==> config.mk <==
export PLATFORM = sky130hd
export DESIGN_NAME = v810_cache_fill
export DESIGN_NICKNAME = d
export VERILOG_FILES = /design/src/rtl/v810_cache_pkg.sv /design/src/rtl/v810_cache_fill.sv
export SDC_FILE = /design/constraint.sdc
export NUM_CORES = 1
export LEC_CHECK = 0
export CORE_UTILIZATION = 25
export CTS_CLUSTER_SIZE = 25
export DETAILED_ROUTE_END_ITERATION = 12
export GPL_TIMING_DRIVEN = 1
export PLACE_DENSITY = 0.64
export SYNTH_ARGS = -nofsm -noshare
export SYNTH_HDL_FRONTEND = slang
export SYNTH_SLANG_ARGS = --single-unit
==> constraint.sdc <==
create_clock -name clock -period 2.5 [get_ports clock]
set_input_delay 0.75 -clock clock [delete_from_list [all_inputs] [get_ports clock]]
set_output_delay 0.75 -clock clock [all_outputs]
set_load 0.01 [all_outputs]
==> src/rtl/v810_cache_pkg.sv <==
// rtl/v810_cache_pkg.sv - default widths, address field slicing and fill FSM states
// Shared by v810_cache_fill. Byte address layout: {tag, index, word, 2'b00}.
package v810_cache_pkg;

    localparam int DEF_INDEX_WIDTH = 7;
    localparam int DEF_WORD_WIDTH  = 1;
    localparam int DEF_TAG_WIDTH   = 22;

    typedef enum logic [1:0] {
        ST_IDLE  = 2'd0,
        ST_FETCH = 2'd1,
        ST_TAGWR = 2'd2,
        ST_ERR   = 2'd3
    } fill_state_t;

    function automatic logic [31:0] field_mask(input int width);
        return (width >= 32) ? 32'hFFFF_FFFF : ((32'h1 << width) - 32'h1);
    endfunction

    function automatic logic [31:0] word_field(input logic [31:0] addr, input int word_width);
        return (addr >> 2) & field_mask(word_width);
    endfunction

    function automatic logic [31:0] index_field(input logic [31:0] addr, input int word_width,
                                                input int index_width);
        return (addr >> (2 + word_width)) & field_mask(index_width);
    endfunction

    function automatic logic [31:0] tag_field(input logic [31:0] addr, input int tag_width);
        return addr >> (32 - tag_width);
    endfunction

endpackage

==> src/rtl/v810_cache_fill.sv <==
// rtl/v810_cache_fill.sv - cache line fill engine: bus burst read into data RAM, then tag update
// Ports:
//   clock, reset            rising-edge clock, asynchronous active-high reset
//   miss_req, miss_addr     fill request (held until fill_done/fill_err) and missing byte address
//   fill_busy/done/err      busy level, single-cycle completion and error pulses
//   bus_req, bus_addr       word-aligned read request; bus_ack/bus_rdata/bus_err response
//   dram_wr_*               data RAM write port, address {index, word}
//   tag_wr_*                tag RAM write port, data {valid, tag}
//   fwd_valid, fwd_data     requested word forwarded to the pipeline as it arrives
// Option: define V810_CACHE_CRITICAL_WORD_FIRST_EN to start the burst at the missed word
// (wrapping); otherwise the burst starts at word 0.
module v810_cache_fill
    import v810_cache_pkg::*;
#(
    parameter int index_width = DEF_INDEX_WIDTH,
    parameter int word_width  = DEF_WORD_WIDTH,
    parameter int tag_width   = DEF_TAG_WIDTH
) (
    input  logic                               clock,
    input  logic                               reset,
    input  logic                               miss_req,
    input  logic [31:0]                        miss_addr,
    output logic                               fill_busy,
    output logic                               fill_done,
    output logic                               fill_err,
    output logic                               bus_req,
    output logic [31:0]                        bus_addr,
    input  logic                               bus_ack,
    input  logic [31:0]                        bus_rdata,
    input  logic                               bus_err,
    output logic                               dram_wr_en,
    output logic [index_width+word_width-1:0]  dram_wr_address,
    output logic [31:0]                        dram_wr_data,
    output logic                               tag_wr_en,
    output logic [index_width-1:0]             tag_wr_address,
    output logic [tag_width:0]                 tag_wr_data,
    output logic                               fwd_valid,
    output logic [31:0]                        fwd_data
);

    localparam logic [word_width-1:0] word_one = word_width'(1);

    fill_state_t            state_q;
    logic [tag_width-1:0]   tag_q;
    logic [index_width-1:0] index_q;
    logic [word_width-1:0]  word_q;
    logic [word_width-1:0]  counter_q;
    logic                   bus_req_q;
    logic                   fill_busy_q;
    logic                   fill_done_q;
    logic                   fill_err_q;
    logic                   tag_wr_en_q;
    logic                   tag_valid_q;

    logic [word_width-1:0]  req_word;
    logic [word_width-1:0]  first_word;
    logic [word_width-1:0]  start_word;
    logic [word_width-1:0]  counter_next;
    logic                   ack_ok;
    logic                   last_beat;

    assign req_word = word_width'(word_field(miss_addr, word_width));

`ifdef V810_CACHE_CRITICAL_WORD_FIRST_EN
    assign first_word = req_word;
    assign start_word = word_q;
`else
    assign first_word = '0;
    assign start_word = '0;
`endif

    assign counter_next = counter_q + word_one;
    // The burst is complete once the counter would wrap back onto the word it started at.
    assign last_beat    = (counter_next == start_word);
    // An ack flagged with bus_err carries no usable data and is never written.
    assign ack_ok       = (state_q == ST_FETCH) && bus_ack && !bus_err;

    always_ff @(posedge clock or posedge reset) begin
        if (reset) begin
            state_q     <= ST_IDLE;
            tag_q       <= '0;
            index_q     <= '0;
            word_q      <= '0;
            counter_q   <= '0;
            bus_req_q   <= 1'b0;
            fill_busy_q <= 1'b0;
            fill_done_q <= 1'b0;
            fill_err_q  <= 1'b0;
            tag_wr_en_q <= 1'b0;
            tag_valid_q <= 1'b0;
        end else begin
            case (state_q)
                ST_IDLE: begin
                    if (miss_req) begin
                        tag_q       <= tag_width'(tag_field(miss_addr, tag_width));
                        index_q     <= index_width'(index_field(miss_addr, word_width, index_width));
                        word_q      <= req_word;
                        counter_q   <= first_word;
                        bus_req_q   <= 1'b1;
                        fill_busy_q <= 1'b1;
                        state_q     <= ST_FETCH;
                    end
                end
                ST_FETCH: begin
                    if (bus_ack) begin
                        if (bus_err) begin
                            // Line is left invalid so any words already written stay unreachable.
                            bus_req_q   <= 1'b0;
                            tag_wr_en_q <= 1'b1;
                            tag_valid_q <= 1'b0;
                            fill_err_q  <= 1'b1;
                            state_q     <= ST_ERR;
                        end else begin
                            counter_q <= counter_next;
                            if (last_beat) begin
                                bus_req_q   <= 1'b0;
                                tag_wr_en_q <= 1'b1;
                                tag_valid_q <= 1'b1;
                                fill_done_q <= 1'b1;
                                state_q     <= ST_TAGWR;
                            end
                        end
                    end
                end
                ST_TAGWR, ST_ERR: begin
                    tag_wr_en_q <= 1'b0;
                    tag_valid_q <= 1'b0;
                    fill_done_q <= 1'b0;
                    fill_err_q  <= 1'b0;
                    fill_busy_q <= 1'b0;
                    state_q     <= ST_IDLE;
                end
                default: state_q <= ST_IDLE;
            endcase
        end
    end

    assign fill_busy       = fill_busy_q;
    assign fill_done       = fill_done_q;
    assign fill_err        = fill_err_q;
    assign bus_req         = bus_req_q;
    assign bus_addr        = {tag_q, index_q, counter_q, 2'b00};
    assign dram_wr_en      = ack_ok;
    assign dram_wr_address = {index_q, counter_q};
    // Data ports are gated so they read zero whenever no write is in progress, including in reset.
    assign dram_wr_data    = ack_ok ? bus_rdata : 32'h0;
    assign tag_wr_en       = tag_wr_en_q;
    assign tag_wr_address  = index_q;
    assign tag_wr_data     = {tag_valid_q, tag_q};
    assign fwd_valid       = ack_ok && (counter_q == word_q);
    assign fwd_data        = fwd_valid ? bus_rdata : 32'h0;

endmodule
==> flow_summary.ini, run 1 <==
[status]
status = finished with violations
violations = negative setup slack

[die]
dieArea_mm2 = 0.01045
die_w_um = 102.2
io_pins = 210
start_util = 0.2570
rows = 36
core_mm2 = 0.009774
die_h_um = 102.2

[yosys]
ys.flop_type = dfrtp_1
syn_inst = 215
yosys.area.top_type_share = 0.3884
ys_top_cells_by_count = buf_4, dfrtp_1, mux2_2, and2_4, nor2b_2
async_flop_share = 1.000
synth_area_leaders = dfrtp_1, buf_4, mux2_2
synth.avg_cell_area_um2 = 11.69
synth_largest_area_cell = dfrtp_1
syn-cell-area_mm2 = 0.002512
ys_seq_area_frac = 0.3884
synth.ff_latch_count = 39
yosysWarnings = 0
synth_cell_type_count = 30
post-synth-top-count-cell = buf_4
synth_edf_count = 0

[worst_setup_path]
start_kind = input port
path_common_cell = buf_6
cp_cell_sequence = buf_6 -> and4bb_4 -> buf_6 -> buf_16 -> and2_4 -> nor2b_1 -> buf_2
crit_path_end_kind = primary output
slowest_stage = and4bb_4
r2r_slack_ns = 1.00
critical_path.max_stage_delay_ns = 0.32
crit_buf_inv = 4
crit_type = in2out
arrival_ns = 1.80
cp_top_family = simple AND/OR/NAND/NOR gates
critical_path.max_fanout = 8
required_ns = 1.75

[cells_and_area]
insertedDiodeCount = 0
syn_to_final_growth_pct = 86.65
nNetsFinal = 467
largest_reg_flops = 22
drive_gt1_frac = 0.4762
fin_cells = 532
nFillCells = 932
final_util = 0.4798
regMostFlops = tag_q

[timing]
rsz0062_at_grt = yes
worst_pin_slew_ns = 0.5091
finalWorstSetupSlack_ns = -0.05387
drv_slew = 0
finalCritPeriodShare = 1.022
setup_viol = 24
slew-limit-headroom = 0.6606
clock_skew_ns = 0.01077
fmax_ghz = 0.3916
tns_ns = -0.7265
finalHoldViolCount = 0
post-route-min-period_ns = 2.554

[clocking]
cts_tree = done
root_buffer = clkbuf_8
clockBufferDepth = 2
h-tree-depth = 2
path_clk_slew_ns = 0.08
cts_num_sinks = 39
clock_latency_ns = 0.30
cts_made_buffers = 5

[detailed_routing]
viasPerCell = 4.148
drt_iter0_drc = 32
postRouteAntennaNets = 0
drc_errors = 0
first_pass_iters = 4
num_vias = 2207
wire_per_inst_um = 14.58
postRouteWirelength_um = 7755

[placement]
dp_hpwl_um = 5720
port_buffers = 205
dp.cells = 516
gp_congestion = 0.7080

[worst_hold_path]
min_path_type = reg2reg

[pwr]
powerDensity_mw_per_mm2 = 1102
leakagePower_nw = 2.021
vdd_ir_drop_max_mv = 0.4834

[grt]
grt_first_pass_wirelength_um = 11210
grt_overflow = 0
antenna_found_initial = 0
track_usage = 0.1387
grt_max_degree = 40
grt_pass1_vias = 2172

[flow_run]
drv_cap = 0
-- power breakdown --
part	total, mW	internal (mW)	switching [mW]	leakage [nW]
Sequential	1.22	0.951	0.264	0.463
Combinational	3.32	1.93	1.39	1.49
Clock	0.632	0.399	0.233	0.0654
-- cells in the final DEF (no fill, tap or decap), drive strengths merged --
| cell | instances |
|---|---|
| nand2 | 1 |
| xor2 | 1 |
| bufinv | 2 |
| and2b | 1 |
| clkdlybuf4s15 | 4 |
| a311oi | 1 |
| conb | 2 |
| nor2b | 32 |
| and4b | 1 |
| and2 | 32 |
| clkdlybuf4s50 | 137 |
| inv | 2 |
| a22o | 1 |
| o21a | 1 |
| and4bb | 1 |
| nor4 | 1 |
| a21oi | 2 |
| dfrtp | 39 |
| nor3b | 1 |
| nor2 | 7 |
| o21ai | 2 |
| a31oi | 2 |
| mux2 | 31 |
| nand2b | 1 |
| a21o | 1 |
| buf | 84 |
| nor3 | 1 |
| clkbuf | 8 |
-- per-layer routing --
metal	GRT usage	up-vias	share of wire
li1	-	1022	-
met1	0.1393	1054	0.34
met2	0.2716	127	0.54
met3	0.05335	4	0.12
met4	0.02308	0	0.0046
met5	0	-	0
-- cells by family (layout without fill, tap and decap cells) --
logic type | Yosys count | count (layout) | synth area share
and+or+nand+nor | 79 | 79 | 0.2699
AOI/OAI and AO/OA | 10 | 10 | 0.02590
buffers and inverters | 54 | 237 | 0.1688
DFF | 39 | 39 | 0.3884
xor gates and xnor gates | 1 | 1 | 0.006476
other | 1 | 2 | 0.001493
muxes | 31 | 31 | 0.1389
-- final timing paths --
check / from / to / cells after the start
worst max register to register: state_q[1] / tag_q[10] / 4
min in group asynchronous: reset / tag_q[20] / 3
max in group asynchronous: reset / tag_q[9] / 3
worst min register to register: fill_busy / fill_busy / 1
worst min-delay path: fill_busy / fill_busy / 1
worst max-delay path: bus_err / fwd_data[30] / 7
-- worst register-to-register path, stage by stage, from the launching register on --
cell     delay, ns
dfrtp_1       0.38
buf_4         0.17
nor3b_4       0.23
buf_12        0.23
mux2_2        0.38
-- layout make-up --
cell class / count / area (um2) / share of cell area
multi-input combinational: 123 / 1217 / 0.2596
sequential: 39 / 975.9 / 0.2081
clock inverter: 2 / 60.06 / 0.01281
inverter: 2 / 7.507 / 0.001601
tap: 133 / 166.4 / 0.03549
clock buffer: 6 / 72.57 / 0.01547
timing repair buffer: 227 / 2190 / 0.4669
-- what timing repair did --
action	in CTS	in global routing
pin swaps	28	1
setup buffers	5	0
hold buffers	0	0
resized for setup	308	19
cloned	4	0
setup endpoints to repair	66	46
-- metrics by stage --
step | setup WS [ns] | hold slack (ns) | power, mW | area [um2]
6_report | -0.05387 | 0.4846 | 5.167 | 4690
5_1_grt | -0.09467 | 0.5075 | 5.485 | 4690
4_1_cts | -0.07077 | 0.4913 | 5.223 | 4716
3_5_place_dp | -0.7981 | 0.4717 | 4.420 | 4484
3_3_place_gp | -0.7656 | 0.4677 | 4.389 | 4484
2_1_floorplan | 0.1645 | 0.5205 | 2.988 | 2516
Power figures use the tool's default switching activity.
==> run 2, diff against run 1 <==
SETUP_SLACK_MARGIN = 0.15   (was default)
TNS_END_PERCENT = 20   (was default)
==> run 2 against run 1 <==
Compared with the run above: global-route usage is 0.087 points lower; sequential share of layout area is 0.13 points lower; maximum frequency hardly changed; power is 0.44% higher; the run still ends with negative setup slack left; clock-buffer cell count stayed put; flip-flop and latch count stayed put.
==> flow_summary.ini, run 2 (same netlist as run 1, synthesis figures left out) <==
[grt]
grt_overflow = 0
grt_first_pass_wirelength_um = 11140
antenna_found_initial = 0
grt_max_degree = 40
track_usage = 0.1378
grt_pass1_vias = 2155

[timing]
hold_ws_ns = 0.4846
post-route-min-period_ns = 2.553
setup_viol = 32
slew-limit-headroom = 0.6606
rsz0062_at_grt = yes
worst_pin_slew_ns = 0.5091
finalWorstSetupSlack_ns = -0.05332
finalHoldViolCount = 0
clock_skew_ns = 0.01078
fmax_ghz = 0.3916
drv_slew = 0
finalCritPeriodShare = 1.021

[worst_setup_path]
start_kind = input port
slowest_stage = and4bb_4
cp_top_family = simple AND/OR/NAND/NOR gates
required_ns = 1.75
crit_type = in2out
cp.depth = 7
r2r-start = state_q[1]
critical_path.max_stage_delay_ns = 0.32
cp_cell_sequence = buf_6 -> and4bb_4 -> buf_6 -> buf_16 -> and2_4 -> nor2b_1 -> buf_2
crit_buf_inv = 4
critPathLaunch = bus_err
critical_path.max_fanout = 8
crit_path_end_kind = primary output
ff2ff_path_depth = 4
path_common_cell = buf_6
arrival_ns = 1.80

[detailed_routing]
num_vias = 2203
wire_per_inst_um = 14.45
routed-wl-met2_um = 4120
viasPerCell = 4.125
top_layer = met4
drt_iter0_drc = 29
met3_length_um = 928
first_pass_iters = 4
drt-met1-wl_um = 2631
postRouteAntennaNets = 0
postRouteWirelength_um = 7716
drc_errors = 0

[placement]
gp_congestion = 0.7080
dp_hpwl_um = 5720
place_ws_ns = -0.7981
port_buffers = 205

[die]
die_h_um = 102.2
io_pins = 210
dieArea_mm2 = 0.01045
core_mm2 = 0.009774
rows = 36
die_w_um = 102.2
start_util = 0.2570

[pwr]
powerDensity_mw_per_mm2 = 1100
switchingPower_mw = 1.890
leakagePower_nw = 2.048
vdd_ir_drop_max_mv = 0.4834
internal-power_mw = 3.300
p_clk_frac = 0.122
swShare = 0.3642
p_comb_frac = 0.644
power.share.sequential = 0.234

[clocking]
path_clk_slew_ns = 0.08
root_buffer = clkbuf_8
clockBufferDepth = 2
cts_tree = done
cts_made_buffers = 5
hold_buffers = 0
clock_latency_ns = 0.30
cts_num_sinks = 39
h-tree-depth = 2

[cells_and_area]
nNetsFinal = 469
final_common_cell = clkdlybuf4s50_1
final_cell_mix = clkdlybuf4s50_1, dfrtp_1, buf_2
insertedDiodeCount = 0
drive_gt1_frac = 0.4788
syn_to_final_growth_pct = 87.80
regMostFlops = tag_q
largest_reg_flops = 22

[status]
status = finished with violations
violations = negative setup slack

[flow_run]
drv_cap = 0

[worst_hold_path]
min_path_type = reg2reg
hp-start = fill_busy
holdPathStages = 1
## run 2: changes by cell type in the layout (fill, tap and decap cells not counted), sizes merged
| cell | before | now |
|---|---|---|
| buf | 84 | 92 |
| clkbuf | 8 | 6 |
| clkdlybuf4s15 | 4 | 0 |
## run 2: path summary, 6_finish.rpt
| kind | end | slack, ns |
|---|---|---|
| max | fwd_data[30] | -0.05 |
| min | fill_busy | 0.48 |
| max reg2reg | tag_q[10] | 1.00 |
| min reg2reg | fill_busy | 0.48 |
| max in group asynchronous | tag_q[9] | 1.26 |
| min in group asynchronous | tag_q[20] | 0.88 |
## run 2: final cells by class
type,instances,area [um2]
Timing Repair Buffer,229,2218
Fill cell,920,5056
Multi-Input combinational cell,123,1217
Clock buffer,6,72.57
Clock inverter,2,60.06
Sequential cell,39,975.9
Tap cell,133,166.4
Inverter,2,7.507
## run 2: per-layer routing
metal / vias to the layer above / GRT usage
li1: 1027 / -
met1: 1047 / 0.1397
met2: 125 / 0.2679
met3: 4 / 0.05335
met4: 0 / 0.02308
met5: - / 0
## run 2: metrics by stage
stage	cell area (um2)	instances	utilization	power, mW	setup TNS [ns]
2_1_floorplan	2516	216	-	2.988	0
5_1_grt	4718	534	0.4827	5.511	-2.046
3_3_place_gp	4484	516	0.4588	4.389	-45.33
3_5_place_dp	4484	516	0.4588	4.420	-46.39
6_report	4718	534	0.4827	5.190	-0.7945
4_1_cts	4589	533	0.4695	5.159	-0.9308
## run 2: repair_timing
action | 4_1_cts | 5_1_grt
buffers inserted | 5 | 1
pin swaps | 26 | 5
resized for setup | 314 | 24
gates cloned | 4 | 0
setup endpoints to repair | 66 | 66
## run 2: power groups by stage
stage	clock, mW	combinational, mW	sequential (mW)
final	0.632	3.34	1.22
after global routing	0.678	3.56	1.28
after CTS	0.648	3.29	1.23
after detailed placement	0	3.19	1.23
after global placement	0	3.17	1.22
after floorplan	0	1.67	1.32
==> patch, RTL diff (config.mk and constraints of run 1) <==
Encoding of `fill_state_t`: now one-hot (4 bits for 4 states).
--- a/src/rtl/v810_cache_pkg.sv
+++ b/src/rtl/v810_cache_pkg.sv
@@ -6,11 +6,11 @@
     localparam int DEF_WORD_WIDTH  = 1;
     localparam int DEF_TAG_WIDTH   = 22;
 
-    typedef enum logic [1:0] {
-        ST_IDLE  = 2'd0,
-        ST_FETCH = 2'd1,
-        ST_TAGWR = 2'd2,
-        ST_ERR   = 2'd3
+    typedef enum logic [3:0] {
+        ST_IDLE  = 4'b0001,
+        ST_FETCH = 4'b0010,
+        ST_TAGWR = 4'b0100,
+        ST_ERR   = 4'b1000
     } fill_state_t;
 
     function automatic logic [31:0] field_mask(input int width);
Behaviour: same outputs for any inputs over 10 cycles, from zero or initial values and one cycle with reset high; not proved beyond that.
==> patch against run 1 <==
  * The run still ends with setup timing left
  * Sequential power about the same
  * Sequential share of layout area up 0.63 points
  * Routed wire length up 3.3%
  * Critical path depth down 1
  * Sequential cell count up 2
  * Cell area up 2.2%
  * Worst setup slack worse by 0.21 ns
  * Synthesized area down 5.7%
  * Total power down 16%
  * Register-to-register slack worse by 0.20 ns
  * Clock skew down 0.0047 ns
  * Critical path type is now reg -> out
==> patch: results (changes against run 1) <==
- Final setup vio count: 66 (was 24)
- Final setup skew: 0.00609 ns (was 0.0108 ns)
- GRT Overall Usage: 15.5% (was 13.9%)
- Crit path kind: reg -> out (was in -> out)
- Post-DP HPWL: 5590 um (was 5720 um)
- Worst R2R Setup Slack: 0.80 ns (was 1.00 ns)
- Initial DRC count: 50 (was 32)
- Mapped Avg Cell Area: 10.9 um^2 (was 11.7 um^2)
- VDD IR max: 612 uV (was 483 uV)
- P_int: 2.99 mW (was 3.28 mW)
- Vias in the first global route: 2217 (was 2172)
- Worst EP arrival: 2.01 ns (was 1.80 ns)
- Filler instances: 815 (was 932)
- Library cells used by synthesis: 29 (was 30)
- Register area share after synthesis: 43.3% (was 38.8%)
- Via density: 4.33 (was 4.15)
- Critical path launch point: state_q[2] (was bus_err)
- Inst Count DP: 499 (was 516)
- Mux contribution to synthesized area: 14.3% (was 13.9%)
- Met3 Track Usage GR: 4.29% (was 5.34%)
- Setup WS post-layout: -0.262 ns (was -0.0539 ns)
- TritonRoute pass-1 iters: 2 (was 4)
- Met3 WL: 691 um (was 926 um)
- Sink of the worst hold path: fill_done (was fill_busy)
- Met1 WL: 2800 um (was 2630 um)
- Setup TNS: -14.78 ns (was -0.726 ns)
- CP max stage cell: or4b_4 (was and4bb_4)
- Status: finished with violations (unchanged)
- CP max FO: 16 (was 8)
- Global-route wire length before repair: 11900 um (was 11200 um)
- Failing checks: setup timing (unchanged)
- Xor and xnor fraction of the mapped netlist area: 1.11% (was 0.647%)
==> patch: repair_timing <==
| item | in CTS | in global routing |
|---|---|---|
| setup buffers | 6 | 1 |
| pin swaps | 32 | 15 |
| gates cloned | 5 | 2 |
| setup endpoints to repair | 66 | 66 |
| resized for setup | 341 | 48 |
==> patch: final cells by class <==
type	instances	share of cell area, %
Multi-Input combinational cell	124	22.9
Inverter	3	0.235
Timing Repair Buffer	231	49.8
Sequential cell	41	21.4
Clock buffer	5	1.44
Clock inverter	3	1.36
Tap cell	111	2.90
==> patch: per-stage QoR <==
step / setup slack (ns) / power [mW] / area (um^2) / hold WS (ns)
6_report: -0.262 / 4.37 / 4790 / 0.495
5_1_grt: -0.357 / 4.62 / 4790 / 0.525
4_1_cts: -0.260 / 4.42 / 4650 / 0.501
3_5_place_dp: -0.783 / 3.69 / 4350 / 0.483
2_1_floorplan: 0.146 / 2.55 / 2370 / 0.497
3_3_place_gp: -0.767 / 3.66 / 4350 / 0.475
